===== config.mk =====
export PLATFORM = sky130hd
export DESIGN_NAME = lsu_mem_adapter_flat
export DESIGN_NICKNAME = d
export VERILOG_FILES = /design/src/rtl/lsu_mem_adapter_if.sv /design/src/rtl/lsu_mem_adapter.sv /design/src/flat_wrapper.sv
export SDC_FILE = /design/constraint.sdc
export NUM_CORES = 1
export LEC_CHECK = 0
export CAP_MARGIN = 20
export CORE_MARGIN = 3
export CORE_UTILIZATION = 44
export DETAILED_ROUTE_END_ITERATION = 6
export PLACE_DENSITY_LB_ADDON = 0.12
export SLEW_MARGIN = 20
export SYNTH_ARGS = -nofsm -noshare
export SYNTH_HDL_FRONTEND = slang
export SYNTH_SLANG_ARGS = --single-unit

===== constraint.sdc =====
create_clock -name clk -period 2 [get_ports clk]
set_input_delay 0.2 -clock clk [delete_from_list [all_inputs] [get_ports clk]]
set_output_delay 0.2 -clock clk [all_outputs]
set_load 0.01 [all_outputs]

===== src/rtl/lsu_mem_adapter_if.sv =====
// Interface bundling the pipeline load/store port, the load-return port and the
// word-addressed data memory port of lsu_mem_adapter.
interface lsu_mem_adapter_if #(
    parameter int unsigned ADDR_BITS      = 32,
    parameter int unsigned DATA_BITS      = 32,
    parameter int unsigned WORD_ADDR_BITS = ADDR_BITS - 2
);
    logic                      ls_valid;
    logic                      ls_ready;
    logic [ADDR_BITS-1:0]      ls_addr;
    logic [DATA_BITS-1:0]      ls_wdata;
    logic                      ls_store;
    logic [1:0]                ls_size;
    logic                      ls_unsigned;
    logic [4:0]                ls_rd;

    logic                      ld_valid;
    logic [DATA_BITS-1:0]      ld_data;
    logic [4:0]                ld_rd;

    logic                      mem_req_valid;
    logic                      mem_req_ready;
    logic [WORD_ADDR_BITS-1:0] mem_req_addr;
    logic [DATA_BITS-1:0]      mem_req_data;
    logic [3:0]                mem_req_write;
    logic                      mem_resp_valid;
    logic [DATA_BITS-1:0]      mem_resp_data;

    logic                      misalign;

    // Adapter side.
    modport master (
        input  ls_valid, ls_addr, ls_wdata, ls_store, ls_size, ls_unsigned, ls_rd,
        output ls_ready,
        output ld_valid, ld_data, ld_rd,
        output mem_req_valid, mem_req_addr, mem_req_data, mem_req_write,
        input  mem_req_ready, mem_resp_valid, mem_resp_data,
        output misalign
    );

    // Pipeline and memory side.
    modport slave (
        output ls_valid, ls_addr, ls_wdata, ls_store, ls_size, ls_unsigned, ls_rd,
        input  ls_ready,
        input  ld_valid, ld_data, ld_rd,
        input  mem_req_valid, mem_req_addr, mem_req_data, mem_req_write,
        output mem_req_ready, mem_resp_valid, mem_resp_data,
        input  misalign
    );
endinterface


===== src/rtl/lsu_mem_adapter.sv =====
// Load/store formatting stage: sized byte-addressed ops to aligned word requests, one outstanding.
// Optional MISALIGN_TRAP_EN: misaligned half/word ops are flagged on misalign instead of issued.
module lsu_mem_adapter #(
    parameter int unsigned ADDR_BITS      = 32,
    parameter int unsigned DATA_BITS      = 32,
    parameter int unsigned WORD_ADDR_BITS = ADDR_BITS - 2
) (
    input logic               clk,
    input logic               reset,
    lsu_mem_adapter_if.master bus
);
    localparam logic [1:0] IDLE = 2'd0;
    localparam logic [1:0] REQ  = 2'd1;
    localparam logic [1:0] WAIT = 2'd2;
`ifdef MISALIGN_TRAP_EN
    localparam logic [1:0] TRAP = 2'd3;
`endif

    logic [1:0]                state_q, state_d;
    logic [WORD_ADDR_BITS-1:0] addr_q;
    logic [1:0]                off_q;
    logic [1:0]                size_q;
    logic                      uns_q;
    logic [4:0]                rd_q;
    logic [DATA_BITS-1:0]      wdata_q;
    logic [3:0]                wmask_q;
    logic                      ld_valid_q;
    logic [DATA_BITS-1:0]      ld_data_q;
    logic [4:0]                ld_rd_q;

    logic [1:0]           off;
    logic                 accept;
    logic                 mis;
    logic [DATA_BITS-1:0] fmt_data;
    logic [3:0]           fmt_mask;
    logic [7:0]           byte_sel;
    logic [15:0]          half_sel;
    logic [DATA_BITS-1:0] ld_word;

    assign off    = bus.ls_addr[1:0];
    assign accept = (state_q == IDLE) && bus.ls_valid;

`ifdef MISALIGN_TRAP_EN
    logic misalign_q;
    assign mis = ((bus.ls_size == 2'b01) && off[0]) || (bus.ls_size[1] && (off != 2'b00));
    assign bus.misalign = misalign_q;
`else
    assign mis          = 1'b0;
    assign bus.misalign = 1'b0;
`endif

    always_comb begin
        fmt_data = bus.ls_wdata;
        fmt_mask = 4'b1111;
        case (bus.ls_size)
            2'b00: begin
                fmt_data = {4{bus.ls_wdata[7:0]}};
                fmt_mask = 4'b0001 << off;
            end
            2'b01: begin
                fmt_data = {2{bus.ls_wdata[15:0]}};
                fmt_mask = 4'b0011 << {off[1], 1'b0};
            end
            default: ;
        endcase
        if (!bus.ls_store) fmt_mask = 4'b0000;
    end

    assign byte_sel = bus.mem_resp_data[8*off_q +: 8];
    assign half_sel = bus.mem_resp_data[16*off_q[1] +: 16];

    always_comb begin
        ld_word = bus.mem_resp_data;
        case (size_q)
            2'b00:   ld_word = {{24{~uns_q & byte_sel[7]}}, byte_sel};
            2'b01:   ld_word = {{16{~uns_q & half_sel[15]}}, half_sel};
            default: ;
        endcase
    end

    // A zero write mask marks a load, so the request phase needs no separate store flag.
    always_comb begin
        state_d = state_q;
        case (state_q)
            IDLE: begin
                if (bus.ls_valid) begin
`ifdef MISALIGN_TRAP_EN
                    state_d = mis ? TRAP : REQ;
`else
                    state_d = REQ;
`endif
                end
            end
            REQ:     if (bus.mem_req_ready) state_d = (wmask_q == 4'b0000) ? WAIT : IDLE;
            WAIT:    if (bus.mem_resp_valid) state_d = IDLE;
            default: state_d = IDLE;
        endcase
    end

    always_ff @(posedge clk or negedge reset) begin
        if (!reset) begin
            state_q    <= IDLE;
            addr_q     <= '0;
            off_q      <= '0;
            size_q     <= '0;
            uns_q      <= 1'b0;
            rd_q       <= '0;
            wdata_q    <= '0;
            wmask_q    <= '0;
            ld_valid_q <= 1'b0;
            ld_data_q  <= '0;
            ld_rd_q    <= '0;
`ifdef MISALIGN_TRAP_EN
            misalign_q <= 1'b0;
`endif
        end else begin
            state_q    <= state_d;
            ld_valid_q <= 1'b0;
            if (accept) begin
                addr_q  <= bus.ls_addr[ADDR_BITS-1:2];
                off_q   <= off;
                size_q  <= bus.ls_size;
                uns_q   <= bus.ls_unsigned;
                rd_q    <= bus.ls_rd;
                wdata_q <= fmt_data;
                wmask_q <= fmt_mask;
            end
            if ((state_q == WAIT) && bus.mem_resp_valid) begin
                ld_valid_q <= 1'b1;
                ld_data_q  <= ld_word;
                ld_rd_q    <= rd_q;
            end
`ifdef MISALIGN_TRAP_EN
            misalign_q <= accept && mis;
            if (accept && mis) ld_rd_q <= bus.ls_rd;
`endif
        end
    end

    assign bus.ls_ready      = (state_q == IDLE) && reset;
    assign bus.mem_req_valid = (state_q == REQ);
    assign bus.mem_req_addr  = addr_q;
    assign bus.mem_req_data  = wdata_q;
    assign bus.mem_req_write = wmask_q;
    assign bus.ld_valid      = ld_valid_q;
    assign bus.ld_data       = ld_data_q;
    assign bus.ld_rd         = ld_rd_q;

    logic unused_mis;
    assign unused_mis = mis;
endmodule


===== src/flat_wrapper.sv =====
// flat-port wrapper written by rule: the top's interface ports become plain ports
module lsu_mem_adapter_flat 
#(
    parameter int unsigned ADDR_BITS      = 32,
    parameter int unsigned DATA_BITS      = 32,
    parameter int unsigned WORD_ADDR_BITS = ADDR_BITS - 2
)
  (clk, reset, bus_ls_valid, bus_ls_addr, bus_ls_wdata, bus_ls_store, bus_ls_size, bus_ls_unsigned, bus_ls_rd, bus_ls_ready, bus_ld_valid, bus_ld_data, bus_ld_rd, bus_mem_req_valid, bus_mem_req_addr, bus_mem_req_data, bus_mem_req_write, bus_mem_req_ready, bus_mem_resp_valid, bus_mem_resp_data, bus_misalign);
  lsu_mem_adapter_if #(.ADDR_BITS(ADDR_BITS), .DATA_BITS(DATA_BITS), .WORD_ADDR_BITS(WORD_ADDR_BITS)) bus_i ();
  input logic clk;
  input logic reset;
  input wire logic [$bits(bus_i.ls_valid)-1:0] bus_ls_valid;
  input wire logic [$bits(bus_i.ls_addr)-1:0] bus_ls_addr;
  input wire logic [$bits(bus_i.ls_wdata)-1:0] bus_ls_wdata;
  input wire logic [$bits(bus_i.ls_store)-1:0] bus_ls_store;
  input wire logic [$bits(bus_i.ls_size)-1:0] bus_ls_size;
  input wire logic [$bits(bus_i.ls_unsigned)-1:0] bus_ls_unsigned;
  input wire logic [$bits(bus_i.ls_rd)-1:0] bus_ls_rd;
  output wire logic [$bits(bus_i.ls_ready)-1:0] bus_ls_ready;
  output wire logic [$bits(bus_i.ld_valid)-1:0] bus_ld_valid;
  output wire logic [$bits(bus_i.ld_data)-1:0] bus_ld_data;
  output wire logic [$bits(bus_i.ld_rd)-1:0] bus_ld_rd;
  output wire logic [$bits(bus_i.mem_req_valid)-1:0] bus_mem_req_valid;
  output wire logic [$bits(bus_i.mem_req_addr)-1:0] bus_mem_req_addr;
  output wire logic [$bits(bus_i.mem_req_data)-1:0] bus_mem_req_data;
  output wire logic [$bits(bus_i.mem_req_write)-1:0] bus_mem_req_write;
  input wire logic [$bits(bus_i.mem_req_ready)-1:0] bus_mem_req_ready;
  input wire logic [$bits(bus_i.mem_resp_valid)-1:0] bus_mem_resp_valid;
  input wire logic [$bits(bus_i.mem_resp_data)-1:0] bus_mem_resp_data;
  output wire logic [$bits(bus_i.misalign)-1:0] bus_misalign;
  assign bus_i.ls_valid = bus_ls_valid;
  assign bus_i.ls_addr = bus_ls_addr;
  assign bus_i.ls_wdata = bus_ls_wdata;
  assign bus_i.ls_store = bus_ls_store;
  assign bus_i.ls_size = bus_ls_size;
  assign bus_i.ls_unsigned = bus_ls_unsigned;
  assign bus_i.ls_rd = bus_ls_rd;
  assign bus_ls_ready = bus_i.ls_ready;
  assign bus_ld_valid = bus_i.ld_valid;
  assign bus_ld_data = bus_i.ld_data;
  assign bus_ld_rd = bus_i.ld_rd;
  assign bus_mem_req_valid = bus_i.mem_req_valid;
  assign bus_mem_req_addr = bus_i.mem_req_addr;
  assign bus_mem_req_data = bus_i.mem_req_data;
  assign bus_mem_req_write = bus_i.mem_req_write;
  assign bus_i.mem_req_ready = bus_mem_req_ready;
  assign bus_i.mem_resp_valid = bus_mem_resp_valid;
  assign bus_i.mem_resp_data = bus_mem_resp_data;
  assign bus_misalign = bus_i.misalign;
  lsu_mem_adapter #(.ADDR_BITS(ADDR_BITS), .DATA_BITS(DATA_BITS), .WORD_ADDR_BITS(WORD_ADDR_BITS)) u_core (.clk(clk), .reset(reset), .bus(bus_i));
endmodule

# Word level (Yosys, flattened, before mapping)

Index checks and enable logic that the tools add are counted.

Flip-flop bits (word level): 116
Latch bits: 0
RAM bits: 0
Memory bits (read-only): 0
Memories kept: 0

Add/sub/neg operators: 0
Multiply operators: 0
Divide/modulo/power cells: 0
Order comparisons: 0
Eq/ne operators: 7
Shifts and indexed selects: 4
Mux-type cells: 10
Bitwise operators: 3
Reduce and logical (&&, ||, !) cells: 8

Operator list:

| cell                                                  | number |
|---|---|
| case mux 32 bit (2 select lines)                      | 2 |
| indexed part select 32 x 6 -> 16 bit                  | 1 |
| indexed part select 32 x 6 -> 8 bit                   | 1 |
| 2-to-1 mux 2 bit                                      | 4 |
| case mux 4 bit (2 select lines)                       | 1 |
| equality test 2 x 1 -> 1 bit, second input constant   | 3 |
| zero test 2 bit                                       | 3 |
| case mux 2 bit (3 select lines)                       | 1 |
| zero test 4 bit                                       | 1 |
| 2-to-1 mux 4 bit                                      | 1 |
| inequality test 2 bit, second input constant          | 2 |
| << shifter 1 x 2 -> 4 bit, first input constant       | 1 |
| << shifter 2 x 2 -> 4 bit, first input constant       | 1 |
| logical AND 1 bit                                     | 3 |
| AND reduction 3 bit                                   | 1 |
| AND 1 bit                                             | 2 |
| equality test 2 bit, second input constant            | 1 |
| inequality test 2 x 1 -> 1 bit, second input constant | 1 |
| 2-to-1 mux 1 bit                                      | 1 |
| NOT 1 bit                                             | 1 |

# Logic depth before layout (Yosys ltp)

Gate-level depths: netlist (run 1).

Word-level depth: 4
Depth in mapped cells: 5
Gate-level depth less buffers: 4

# Worst setup path before layout (run 1)

No wires, ideal clock.

Path kind: register -> register
Start: reg u_core.off_q[1]
End: reg u_core.ld_data_q[10], in the netlist u_core.bus.ld_data[10]
Arrival time: 1.465 ns
Data required time: 1.860 ns
Path slack: 0.394 ns
Cell stages (with the launch flop): 5
Buffers on the path: 1
Period minus slack after synthesis: 1.606 ns
Path through: dfrtp_1 buf_6 mux4_2 a21oi_1 o211ai_1

Cells in the longest elaborated chain, start to end: 3
Elaborated cells between the ends (all ways): 4
Classes of those cells: shift: 2; mux: 1; bitwise: 1

Ends and longest elaborated chain:

| element                             | line                   | text |
|---|---|---|
| start, declared                     | lsu_mem_adapter.sv:21  | `logic [1:0] off_q;` |
| start signal, assigned              | lsu_mem_adapter.sv:104 | `off_q <= '0;` |
| start signal, assigned              | lsu_mem_adapter.sv:121 | `off_q <= off;` |
| indexed part select 32 x 6 -> 8 bit | lsu_mem_adapter.sv:69  | `assign byte_sel = bus.mem_resp_data[8*off_q +: 8];` |
| AND 1 bit                           | lsu_mem_adapter.sv:75  | `2'b00: ld_word = {{24{~uns_q & byte_sel[7]}}, byte_sel};` |
| case mux 32 bit (2 select lines) *  | lsu_mem_adapter.sv:74  | `case (size_q)` |
| end signal, assigned                | lsu_mem_adapter.sv:130 | `ld_data_q <= ld_word;` |
| end, declared                       | lsu_mem_adapter.sv:28  | `logic [DATA_BITS-1:0] ld_data_q;` |

Every way passes the cells marked *; elsewhere a longest branch is shown, timed or not.
A chain may end at the register's enable or synchronous reset.

# Worst setup path after layout (run 1)

Start: reg u_core.state_q[1]
End: out bus_mem_req_valid

Cells in the longest elaborated chain, start to end: 1

Ends and longest elaborated chain:

| element                      | line                   | text |
|---|---|---|
| start, declared              | lsu_mem_adapter.sv:19  | `logic [1:0] state_q, state_d;` |
| start signal, assigned       | lsu_mem_adapter.sv:117 | `state_q <= state_d;` |
| equality test 2 x 1 -> 1 bit | lsu_mem_adapter.sv:141 | `assign bus.mem_req_valid = (state_q == REQ);` |
| end, declared                | flat_wrapper.sv:23     | `output wire logic [$bits(bus_i.mem_req_valid)-1:0] bus_mem_req_valid;` |

Every way passes these cells.

==> results of run 1 <==
==> layout make-up <==
| cell class | instances | area (µm²) | share of cell area [%] |
|---|---|---|---|
| Clock buffer | 21 | 460.4 | 5.535 |
| Clock inverter | 10 | 155.1 | 1.865 |
| Inverter | 4 | 15.01 | 0.1805 |
| Multi-Input combinational cell | 315 | 2302 | 27.67 |
| Sequential cell | 116 | 2903 | 34.89 |
| Tap cell | 143 | 178.9 | 2.151 |
| Timing Repair Buffer | 230 | 2305 | 27.70 |
==> power groups by stage <==
stage	Combinational [µW]	Clock [µW]	Sequential (µW)
after floorplan	2260	0	4580
after global placement	5530	0	4160
after detailed placement	5660	0	4230
after CTS	5700	3240	4200
after global routing	6060	3360	4350
final	5640	3170	4190
==> sequential cells by signal, indices dropped and copies added (netlist names) <==
register and flops:
u_core.state_q 2, u_core.size_q 2, u_core.bus.mem_req_write 4, u_core.bus.ld_data 32
u_core.bus.ld_valid 1, u_core.bus.mem_req_data 32, u_core.uns_q 1, u_core.bus.ld_rd 5
u_core.rd_q 5, u_core.off_q 2, u_core.bus.mem_req_addr 30
==> what timing repair did <==
item,in CTS,in global routing
hold endpoints to repair,116,0
gates resized for setup,0,2
setup endpoints to repair,0,2
setup buffers,0,0
hold buffers,1,0
==> placed cells by master, fill, tap and decap left out, drive strengths merged, types with 2 or more instances in the layout <==
| cell | Yosys | layout |
|---|---|---|
| a21o | 7 | 7 |
| a21oi | 24 | 24 |
| a2bb2oi | 6 | 6 |
| a31oi | 8 | 8 |
| and2 | 17 | 17 |
| and3b | 8 | 8 |
| buf | 17 | 15 |
| bufinv | 0 | 4 |
| clkbuf | 16 | 21 |
| clkdlybuf4s50 | 0 | 213 |
| clkinv | 0 | 4 |
| clkinvlp | 0 | 2 |
| dfrtp | 116 | 116 |
| inv | 4 | 4 |
| mux2 | 57 | 57 |
| mux2i | 46 | 46 |
| nand2 | 34 | 34 |
| nand2b | 3 | 3 |
| nand3 | 7 | 7 |
| nor2 | 30 | 30 |
| nor2b | 10 | 10 |
| nor3b | 2 | 2 |
| o211ai | 6 | 6 |
| o21ai | 34 | 34 |
| o2bb2ai | 4 | 4 |
==> worst max-delay path, stage by stage (launching register included) <==
cell and delay [ns]:
dfrtp_1 0.44, nor2b_2 0.18, clkdlybuf4s50_1 0.59
==> synthesized netlist by cell type (4+ instances only) <==
master	n	share of area, %
a21oi_1	24	2.2
nand2_1	34	2.4
and3b_1	8	1.3
a31oi_1	8	0.93
nor2_1	30	2.1
buf_2	13	1.2
dfrtp_1	116	54
o21ai_0	32	3.0
o211ai_1	6	0.84
nor2b_1	10	1.2
nand3_1	7	0.65
clkbuf_1	16	1.1
mux2_2	57	12
a2bb2oi_1	6	0.98
o2bb2ai_1	4	0.65
a21o_1	7	0.98
and2_1	17	2.0
mux2i_1	46	8.6
==> through the flow <==
step | cell area [µm²] | hold WS [ns]
6_report | 8319 | 0.3681
5_1_grt | 8319 | 0.3841
4_1_cts | 8314 | 0.3655
3_5_place_dp | 7689 | 0.3614
3_3_place_gp | 7689 | 0.3575
2_1_floorplan | 5371 | -0.09559
==> cell families (layout without fill, tap and decap cells) <==
logic type / after synthesis / in the layout / synth area share, %
AO/OA/AOI/OAI: 93 / 93 / 10.65
buffers and inverters: 37 / 265 / 3.238
flip-flops: 116 / 116 / 54.04
multiplexers: 104 / 104 / 20.94
other: 1 / 1 / 0.06981
AND/OR/NAND/NOR: 117 / 117 / 11.06
==> per-layer routing <==
layer / up-vias / part of all wire [%] / GRT usage [%] / routed length, µm
li1: 2089 / - / - / -
met1: 2164 / 39 / 27.21 / 6032
met2: 160 / 50 / 37.07 / 7660
met3: 22 / 8.8 / 9.896 / 1353
met4: 2 / 1.6 / 8.121 / 243
met5: - / 0.085 / 0 / 13
==> worst min path at each step <==
stage	start	end	slack, ns	cells past startpoint
5_1_grt	bus_ls_addr[19]	u_core.bus.mem_req_addr[17]$_DFFE_PN0P_	0.38	2
3_3_place_gp	reset	u_core.off_q[0]$_DFFE_PN0P_	0.36	2
2_1_floorplan	reset	u_core.bus.ld_data[0]$_DFFE_PN0P_	-0.1	0
6_report	bus_ls_unsigned	u_core.uns_q$_DFFE_PN0P_	0.37	3
4_1_cts	bus_ls_unsigned	u_core.uns_q$_DFFE_PN0P_	0.37	3
3_5_place_dp	reset	u_core.off_q[0]$_DFFE_PN0P_	0.36	2
==> run_results.csv, run 1 <==
group,metric,value,unit
global_routing,antenna_found_initial,1,
routing,first_iter_violations,247,
cells_and_area,finalNonFillerCells,839,
pwr,power_leakage,0.003497,µW
cells_and_area,post-route-util,71.33,%
pwr,swShare,31.87,%
worst_setup_path,crit_type,"flip-flop to output port",
cells_and_area,syn_to_final_growth,54.88,%
logic_synthesis,yosysUniqueCellTypes,38,
place,place_ws,0.06051,ns
timing,fmax,0.5471,GHz
logic_synthesis,syn-num-nets,578,
pwr,vdd_drop_max,789.3,µV
global_routing,first_global_vias,4650,
timing,finalSetupViolations,0,
logic_synthesis,synth_area_per_cell,11.48,µm²
cells_and_area,fill_cells,874,
timing,setup_ws,0.1723,ns
cells_and_area,nets,794,
cts,path_clk_slew,0.05,ns
pwr,powerDensity,1563,mW/mm²
floorplanning,dieArea,0.01357,mm²
timing,finalHoldViolations,0,
place,gp_congestion,0.8251,
cts,cts_buffers,17,
routing,routed_wl,15300,µm
place,dp_cells,807,
floorplanning,start_util,46.06,%
pwr,combinationalPowerShare,43.3,%
timing,finalCritPeriodShare,91.38,%
cells_and_area,drive_above_1_share,15.52,%
logic_synthesis,synthArstFlopShare,100.0,%
floorplanning,die_h,116.5,µm
floorplanning,core,0.01166,mm²
global_routing,grt_util_all_layers,22.86,%
global_routing,grt_max_degree,117,
worst_setup_path,cp.required,1.80,ns
worst_setup_path,ff2ff_path_depth,4,
timing,tns,0,ns
pwr,clockPowerShare,24.4,%
cts,cts_tree,"built",
floorplanning,num_rows,39,
status,status,"finished, final reports clean",
timing,max-slew-margin-rel,58.83,%
worst_setup_path,start_kind,"flip-flop",
worst_setup_path,rrSetupSlack,0.26,ns
min_path,hold_path.class,"input port to flip-flop",
logic_synthesis,syn_area,0.005371,mm²
cts,clock_latency,0.41,ns
routing,ant_nets,0,
routing,vias,4437,
worst_setup_path,critPathMaxFanout,6,
cells_and_area,diodes,0,
job,drv_cap,0,
global_routing,grt_overflow,0,
logic_synthesis,yosys_warnings,0,
routing,first_pass_iters,4,
place,place.detailed.hpwl,11080,µm
timing,drv_slew,0,
worst_setup_path,worst-endpoint-arrival,1.63,ns
worst_setup_path,cp-endpoint,"bus_mem_req_valid",
logic_synthesis,synth-edff-count,0,
logic_synthesis,synthCells,468,
timing,rsz0062_at_grt,"no",
pwr,p_sw,4144,µW
cts,cts_max_level,4,
worst_setup_path,end_kind,"output port",
cts,clockBufferDepth,2,
timing,tightest_slew,0.6176,ns
cts,clockRootBuffer,"clkbuf_16",
timing,clock-skew-final,0.008565,ns
pwr,intPower,8859,µW
timing,period_needed,1.828,ns
routing,route.detailed.drc,0,
floorplanning,io_pins,217,
worst_setup_path,rr_startpoint,"u_core.off_q[1]$_DFFE_PN0P_",
worst_setup_path,reg2reg_to,"u_core.bus.ld_data[18]$_DFFE_PN0P_",
place,port_buffers,215,
cts,cts_sinks,116,
global_routing,grt_pass1_wl,23630,µm
pwr,p_total,13000,µW
floorplanning,die_x,116.5,µm
logic_synthesis,yosysSeqAreaShare,54.04,%
routing,wl_per_cell,18.24,µm
pwr,p_seq_share,32.3,%
routing,via_per_inst,5.288,
logic_synthesis,ys.flop_type,"dfrtp_1",
logic_synthesis,ys_seq_elements,116,
worst_setup_path,cp-startpoint,"u_core.state_q[1]$_DFFE_PN0P_",
Power figures use the tool's default switching activity.
==> run 2: changes to the inputs <==
--- a/config.mk
+++ b/config.mk
@@ -6,7 +6,6 @@
 export NUM_CORES = 1
 export LEC_CHECK = 0
 export CAP_MARGIN = 20
-export CORE_MARGIN = 3
 export CORE_UTILIZATION = 44
 export DETAILED_ROUTE_END_ITERATION = 6
 export PLACE_DENSITY_LB_ADDON = 0.12
==> run 2 against run 1 <==
Effect of this change:
- non-clock buffer count increased by 2
- clock-buffer cell count rose by 5
- combinational power is essentially flat
- critical path depth stayed put
==> run_results.csv, run 2 (synthesis gave the netlist of run 1 again) <==
group,metric,value,unit
status,status,"finished, final reports clean",
worst_setup_path,critPathSlowestCell,"clkdlybuf4s50_1",
worst_setup_path,worst-endpoint-arrival,1.66,ns
min_path,min_from,"bus_ls_unsigned",
global_routing,grt_max_degree,117,
routing,route.detailed.drc,0,
cells_and_area,fill_cells,881,
cells_and_area,layout_common_cells,"clkdlybuf4s50_1, dfrtp_1, mux2_2",
floorplanning,start_util,46.06,%
pwr,powerDensity,1522,mW/mm²
global_routing,antenna_found_initial,0,
timing,setup_ws,0.1375,ns
routing,vias,4415,
global_routing,grt_pass1_wl,23440,µm
cells_and_area,diodes,0,
floorplanning,die_h,112.5,µm
worst_setup_path,rrSetupSlack,0.27,ns
timing,rsz0062_at_grt,"no",
worst_setup_path,critPathMaxFanout,6,
cts,cts_sinks,116,
global_routing,grt.busiest_layer,"met2",
cells_and_area,post-route-util,70.92,%
place,place_area,0.007716,mm²
worst_setup_path,reg2reg_to,"u_core.bus.ld_data[17]$_DFFE_PN0P_",
cts,cts_tree,"built",
timing,finalCritPeriodShare,93.12,%
job,drv_cap,0,
global_routing,grt_overflow,0,
min_path,worstHoldPathCells,3,
pwr,power_leakage,0.003481,µW
timing,finalSetupViolations,0,
cells_and_area,drive_above_1_share,15.19,%
worst_setup_path,cp.required,1.80,ns
floorplanning,dieArea,0.01265,mm²
routing,ant_nets,0,
cts,cts_max_level,4,
cells_and_area,nets,796,
min_path,hold_path.class,"input port to flip-flop",
timing,tightest_slew,0.6177,ns
timing,max-slew-margin-rel,58.82,%
worst_setup_path,rr_startpoint,"u_core.off_q[1]$_DFFE_PN0P_",
place,place.detailed.hpwl,10330,µm
worst_setup_path,start_kind,"flip-flop",
global_routing,first_global_vias,4576,
pwr,vdd_drop_max,810.9,µV
worst_setup_path,cp_cell_sequence,"nor2b_2, clkdlybuf4s50_1",
routing,routed_wl,14500,µm
cts,clockRootBuffer,"clkbuf_16",
global_routing,gr-usage-met3,10.04,%
timing,tns,0,ns
cells_and_area,syn_to_final_growth,53.97,%
cells_and_area,finalNonFillerCells,841,
cts,cts_buffers,17,
cts,clock_latency,0.41,ns
worst_setup_path,end_kind,"output port",
timing,clock-skew-final,0.006869,ns
cells_and_area,final_common_cell,"clkdlybuf4s50_1",
cts,path_clk_slew,0.05,ns
routing,first_iter_violations,225,
global_routing,grt_util_met2,39.92,%
timing,finalHoldViolations,0,
cells_and_area,fin_area,0.008270,mm²
timing,period_needed,1.862,ns
floorplanning,die_x,112.5,µm
global_routing,grt_util_all_layers,24.22,%
place,port_buffers,215,
place,place_ws,0.04251,ns
timing,drv_slew,0,
global_routing,use_met1,28.62,%
floorplanning,num_rows,39,
timing,fmax,0.5369,GHz
place,gp_congestion,0.8389,
floorplanning,io_pins,217,
worst_setup_path,critPathMaxStageDelay,0.60,ns
cts,clockBufferDepth,2,
routing,wl_per_cell,17.24,µm
routing,first_pass_iters,4,
routing,via_per_inst,5.250,
floorplanning,core,0.01166,mm²
place,dp_cells,809,
min_path,holdPathEnd,"u_core.uns_q$_DFFE_PN0P_",
worst_setup_path,crit_type,"flip-flop to output port",
worst_setup_path,ff2ff_path_depth,4,
run 2: routing by layer:
metal | vias up | wire length, µm
li1 | 2096 | -
met1 | 2141 | 5963
met2 | 165 | 7083
met3 | 13 | 1280
met4 | 0 | 174
met5 | - | 0
run 2: report_power, final:
group	switching (µW)	internal (µW)	total [µW]
clock	992	1790	2780
sequential	691	3490	4180
combinational	2360	3270	5630
total	4040	8550	12600
run 2: what timing repair did:
action | CTS | global route
setup buffers | 0 | 0
hold buffers | 1 | 0
resized for setup | 0 | 2
endpoints found under the hold margin | 116 | 0
setup endpoints to repair | 0 | 2
run 2: worst max-delay path by stage:
stage                                             start                                  to
final                     u_core.state_q[1]$_DFFE_PN0P_                   bus_mem_req_valid
after global routing      u_core.state_q[0]$_DFFE_PN0P_                   bus_mem_req_valid
after CTS                 u_core.state_q[1]$_DFFE_PN0P_                        bus_ls_ready
after detailed placement          bus_mem_resp_data[31]  u_core.bus.ld_data[17]$_DFFE_PN0P_
after global placement            bus_mem_resp_data[31]  u_core.bus.ld_data[31]$_DFFE_PN0P_
after floorplan             u_core.off_q[1]$_DFFE_PN0P_  u_core.bus.ld_data[10]$_DFFE_PN0P_
run 2: stage by stage:
stage	hold WS, ns	power, µW
final	0.3691	12590
after floorplan	-0.09559	6845
after global placement	0.3608	9704
after detailed placement	0.3664	9856
after global routing	0.3908	13340
after CTS	0.3629	12720
run 2: cell type report:
cell class	instances	area, µm²	area share, %
Inverter	4	15.01	0.1815
Tap cell	143	178.9	2.163
Multi-Input combinational cell	315	2302	27.84
Sequential cell	116	2903	35.10
Timing Repair Buffer	232	2332	28.20
Clock buffer	26	489.2	5.915
Clock inverter	5	50.05	0.6051
run 2: critical path, delay by kind of cell, from the launching register on:
kind	cells	cell delay, ns
and+or+nand+nor	1	0.19
buffers and inverters	1	0.60
DFF	1	0.46
